<file path="src/rtl/pulse_width_meter.sv">
// pulse_width_meter: measures high pulses on sig_in in clock cycles, queued in a 2-entry valid/ready FIFO.
// Define PULSE_METER_MINREJ_EN to discard pulses shorter than MIN_WIDTH.
module pulse_width_meter #(
  parameter int WIDTH     = 16,
  parameter int MIN_WIDTH = 2
) (
  input  logic             clock,
  input  logic             reset,
  input  logic             enable,
  input  logic             sig_in,
  input  logic             clr_ovr,
  output logic             out_valid,
  input  logic             out_ready,
  output logic [WIDTH-1:0] out_width,
  output logic             out_sat,
  output logic             overrun
);
  typedef enum logic [1:0] {IDLE, ARMED, MEASURE} state_t;
  state_t           state_q, state_d;
  logic [WIDTH-1:0] cnt_q, cnt_d;
  logic             sat_q, sat_d;
  logic [WIDTH:0]   e0_q, e0_d, e1_q, e1_d;
  logic [1:0]       fill_q, fill_d, slot;
  logic             ovr_q, ovr_d;
  logic             push_req, push, pop, drop, keep;
`ifdef PULSE_METER_MINREJ_EN
  localparam logic [WIDTH-1:0] MIN_W = WIDTH'(MIN_WIDTH);
  assign keep = cnt_q >= MIN_W;
`else
  assign keep = 1'b1;
`endif
  always_comb begin
    state_d  = state_q;
    cnt_d    = cnt_q;
    sat_d    = sat_q;
    push_req = 1'b0;
    if (!enable) begin
      state_d = IDLE;
      cnt_d   = '0;
      sat_d   = 1'b0;
    end else begin
      case (state_q)
        IDLE:  if (!sig_in) state_d = ARMED;
        ARMED: if (sig_in) begin
          state_d = MEASURE;
          cnt_d   = WIDTH'(1);
          sat_d   = 1'b0;
        end
        MEASURE: if (sig_in) begin
          cnt_d = &cnt_q ? cnt_q : cnt_q + 1'b1;
          sat_d = sat_q | &cnt_q;
        end else begin
          push_req = keep;
          state_d  = ARMED;
          cnt_d    = '0;
          sat_d    = 1'b0;
        end
        default: state_d = IDLE;
      endcase
    end
  end
  // Entry 0 is always the head; unused entries are kept at zero so an empty FIFO reads 0.
  assign out_valid = |fill_q;
  assign pop       = out_valid & out_ready;
  assign push      = push_req & (fill_q != 2'd2 | pop);
  assign drop      = push_req & ~push;
  always_comb begin
    e0_d   = pop ? e1_q : e0_q;
    e1_d   = pop ? '0 : e1_q;
    slot   = fill_q - 2'(pop);
    fill_d = fill_q + 2'(push) - 2'(pop);
    ovr_d  = drop | (ovr_q & ~clr_ovr);
    if (push && slot == 2'd0) e0_d = {sat_q, cnt_q};
    if (push && slot != 2'd0) e1_d = {sat_q, cnt_q};
  end
  always_ff @(posedge clock or negedge reset) begin
    if (!reset) begin
      state_q <= IDLE;
      cnt_q   <= '0;
      sat_q   <= 1'b0;
      e0_q    <= '0;
      e1_q    <= '0;
      fill_q  <= '0;
      ovr_q   <= 1'b0;
    end else begin
      state_q <= state_d;
      cnt_q   <= cnt_d;
      sat_q   <= sat_d;
      e0_q    <= e0_d;
      e1_q    <= e1_d;
      fill_q  <= fill_d;
      ovr_q   <= ovr_d;
    end
  end
  assign {out_sat, out_width} = e0_q;
  assign overrun              = ovr_q;
endmodule

</file>
<file path="config.mk">
export PLATFORM = sky130hd
export DESIGN_NAME = pulse_width_meter
export DESIGN_NICKNAME = d
export VERILOG_FILES = /design/src/rtl/pulse_width_meter.sv
export SDC_FILE = /design/constraint.sdc
export NUM_CORES = 1
export LEC_CHECK = 0
export CORE_ASPECT_RATIO = 0.75
export CORE_MARGIN = 3
export CORE_UTILIZATION = 55
export DETAILED_ROUTE_END_ITERATION = 12
export PLACE_DENSITY = 0.8
export SYNTH_ARGS = -nofsm -noshare
export SYNTH_HDL_FRONTEND = slang
export SYNTH_SLANG_ARGS = --single-unit
</file>
<file path="constraint.sdc">
create_clock -name clock -period 5.05 [get_ports clock]
set_input_delay 0.7575 -clock clock [delete_from_list [all_inputs] [get_ports clock]]
set_output_delay 0.7575 -clock clock [all_outputs]
set_load 0.05 [all_outputs]
</file>
==> flow_metrics.tcl <==
set metrics [dict create \
    status "completed" \
    total_leakage_power_nw 1.36 \
    count_of_flip_flops_with_a_built_in_enable_after_synthesis 0 \
    clock_path_buffers 2 \
    worst_slew_margin_rel 0.441 \
    congestion_overflow_gr 0 \
    whs_ns 0.533 \
    final-setup-viol-count 0 \
    clock_power_share 0.286 \
    cts_setup_buffers 0 \
    postRouteAntennaNets 0 \
    cts_num_sinks 56 \
    io_buffers 24 \
    clock_latency_ns 0.31 \
    switchingPower_mw 0.248 \
    ys_seq_elements 56 \
    finClkSkew_ns 0.0105 \
    irDropWorstVdd_mv 0.160 \
    cts_htree_levels 2 \
    number_of_antenna_violations_at_the_first_check_in_global_routing 0 \
    drc 0 \
    worstSetupPathType "in -> reg" \
    hpwl_um 4040 \
    die_area_um2 6030 \
    vias_per_cell 6.11 \
    drt_pre_antenna_iters 5 \
    floorplan.die.width_um 88.7 \
    period_needed_ns 2.63 \
    seqCellArea_um2 1400 \
    core_um2 4700 \
    max_slew.worst_pin.slew_ns 0.835 \
    grt_start_max_net_pins 57 \
    antenna_cells 0 \
    gp_congestion 0.861 \
    initial_utilization 0.600 \
    timing.critical_path.to_type "flip-flop" \
    cts_buffers 5 \
    internal_power_mw 0.612 \
    drt_iter0_drc 159 \
    finalWirelength_um 5810 \
    synthesis.nets 307 \
    worst_setup_slack_after_layout_ns 2.42 \
    postCtsResizedCells 0 \
    first_global_vias 2005 \
    avgRoutedWirePerCell_um 15.8 \
    synthToLayoutAreaGrowth_pct 11.7 \
    route.vias.total 2255 \
    mappedNetlistArea_um2 2820 \
    report.final.hold_viol_count 0 \
    io_pins 25 \
    critical_path.max_fanout 35 \
    layout-drive-gt1-share 0.0641 \
    grtUsageTotal 0.216 \
    floorplan.rows 21 \
    fin_nets 320 \
    postLayoutCoreUtil 0.670 \
    postSynthAreaPerCell_um2 9.46 \
    finalPower_mw 0.860 \
    global_route_wire_length_before_repair_um 9990 \
    final_cell_count_no_fill 369 \
    tns_ns 0 \
    synth_cell_type_count 49 \
    dpl.cell_count 361 \
    hold_path.class "reg -> reg" \
    max_freq_mhz 381 \
    syn_inst 298 \
    cts_tree "built" \
    dpl_worst_slack_ns 2.09 \
    final_max_slew_viol_count 0 \
    clock-root-buffer "sky130_fd_sc_hd__clkbuf_8" \
    nFillCells 388 \
    grt_setup_unrepaired "false" \
    crit_path_start_kind "input port" \
    hold_fix_buffers_at_cts 0 \
    sw_frac_of_total 0.289 \
    place_area_um2 3060 \
    crit_arrival_ns 2.85 \
    multiInputGateArea_um2 1300 \
    yosysWarningCount 0 \
    cp_data_required_time_ns 5.28 \
    asyncSetResetFlopFracSynth 1.00 \
    seq_area_frac_synth 0.497 \
    layout_worst_path_cycle_share 0.520 \
    ys_dominant_reg_cell "sky130_fd_sc_hd__dfrtp_1" \
    die_height_um 68.0 \
    final_area_um2 3150 \
    clkTransAtPathRegs_ns 0.09 \
    power_frac_comb 0.164 \
    power.density_nw_per_um2 273 \
    sequentialPowerShare 0.550 \
    cap_violations 0 \
]
==> cell type report <==
type                       instances  share of cell area
sequential                        56               0.445
multi-input combinational        213               0.413
timing repair buffer              27              0.0818
clock buffer                       6              0.0230
tap                               57              0.0226
inverter                           8             0.00953
clock inverter                     2             0.00516
==> worst paths after layout <==
kind / slack [ns] / cells after the start / startpoint / end
max in group asynchronous: 4.03 / 2 / reset / e0_q[10]
worst max-delay path: 2.42 / 8 / out_ready / fill_q[1]
worst min register to register: 0.53 / 2 / e1_q[10] / e1_q[10]
worst max register to register: 2.60 / 8 / fill_q[1] / fill_q[1]
min in group asynchronous: 0.56 / 2 / reset / e1_q[1]
worst min-delay path: 0.53 / 2 / e1_q[10] / e1_q[10]
==> worst max-delay path, stage by stage <==
cell	delay [ns]
sky130_fd_sc_hd__clkdlybuf4s50_1	0.48
sky130_fd_sc_hd__nand2_2	0.65
sky130_fd_sc_hd__inv_1	0.10
sky130_fd_sc_hd__ha_1	0.30
sky130_fd_sc_hd__inv_1	0.04
sky130_fd_sc_hd__ha_1	0.18
sky130_fd_sc_hd__xnor2_1	0.18
sky130_fd_sc_hd__xnor2_1	0.15
==> cell families (layout without fill, tap and decap cells) <==
logic type	count (synthesis)	after routing	synth area share
AND/OR/NAND/NOR	115	115	0.208
AO/OA/AOI/OAI	74	74	0.165
flip-flops	56	56	0.497
buffers and inverters	29	43	0.0435
multiplexers	19	19	0.0674
adder cells (fa/ha/maj)	3	3	0.0133
XOR/XNOR	2	2	0.00621
==> registers in the layout (all words and copies together), names as in the netlist <==
| signal | cells |
|---|---|
| e1_q | 17 |
| e0_q | 17 |
| overrun | 1 |
| state_q | 2 |
| fill_q | 2 |
| cnt_q | 16 |
| sat_q | 1 |
==> cells in the mapped netlist, types with 3 or more instances <==
cell type	count	share of area
sky130_fd_sc_hd__buf_2	8	0.014
sky130_fd_sc_hd__and4_1	3	0.0093
sky130_fd_sc_hd__nand2b_1	6	0.013
sky130_fd_sc_hd__nand2_1	61	0.081
sky130_fd_sc_hd__o21ai_0	37	0.066
sky130_fd_sc_hd__nand4_1	3	0.0067
sky130_fd_sc_hd__clkbuf_2	3	0.0053
sky130_fd_sc_hd__nor2_1	8	0.011
sky130_fd_sc_hd__mux2i_1	19	0.067
sky130_fd_sc_hd__nor3_1	3	0.0053
sky130_fd_sc_hd__nand3_1	8	0.014
sky130_fd_sc_hd__o211ai_1	3	0.0080
sky130_fd_sc_hd__and3_1	3	0.0067
sky130_fd_sc_hd__inv_1	8	0.011
sky130_fd_sc_hd__a31oi_1	9	0.020
sky130_fd_sc_hd__nor4_1	4	0.0089
sky130_fd_sc_hd__a41oi_1	4	0.012
sky130_fd_sc_hd__ha_1	3	0.013
sky130_fd_sc_hd__dfrtp_1	56	0.50
sky130_fd_sc_hd__clkbuf_1	9	0.012
sky130_fd_sc_hd__a21oi_1	5	0.0089
==> layout by cell type, fill, tap and decap left out, types with 3 or more instances in the layout <==
| master | count |
|---|---|
| sky130_fd_sc_hd__nor2_1 | 8 |
| sky130_fd_sc_hd__nor4_1 | 4 |
| sky130_fd_sc_hd__nand2_1 | 61 |
| sky130_fd_sc_hd__a31oi_1 | 9 |
| sky130_fd_sc_hd__o211ai_1 | 3 |
| sky130_fd_sc_hd__clkbuf_8 | 5 |
| sky130_fd_sc_hd__a41oi_1 | 4 |
| sky130_fd_sc_hd__and3_1 | 3 |
| sky130_fd_sc_hd__nand4_1 | 3 |
| sky130_fd_sc_hd__inv_1 | 8 |
| sky130_fd_sc_hd__nand2b_1 | 6 |
| sky130_fd_sc_hd__o21ai_0 | 37 |
| sky130_fd_sc_hd__nand3_1 | 8 |
| sky130_fd_sc_hd__a21oi_1 | 5 |
| sky130_fd_sc_hd__ha_1 | 3 |
| sky130_fd_sc_hd__mux2i_1 | 19 |
| sky130_fd_sc_hd__buf_4 | 3 |
| sky130_fd_sc_hd__dfrtp_1 | 56 |
| sky130_fd_sc_hd__clkdlybuf4s50_1 | 23 |
| sky130_fd_sc_hd__and4_1 | 3 |
==> routing by layer <==
metal  vias up  routed length, um  global-route usage
met3         5                333              0.0361
met5         -                  0                   0
li1       1099                  -                   -
met1      1088               2930               0.331
met2        63               2500               0.323
met4         0                 46              0.0453
==> power by group through the flow <==
stage | clock network (mW) | registers, mW | logic [mW]
2_1_floorplan | 0 | 0.478 | 0.105
3_3_place_gp | 0 | 0.481 | 0.139
3_5_place_dp | 0 | 0.481 | 0.142
4_1_cts | 0.254 | 0.473 | 0.142
5_1_grt | 0.270 | 0.476 | 0.155
6_report | 0.246 | 0.473 | 0.141
No activity file was read; power rests on OpenSTA's default activity.
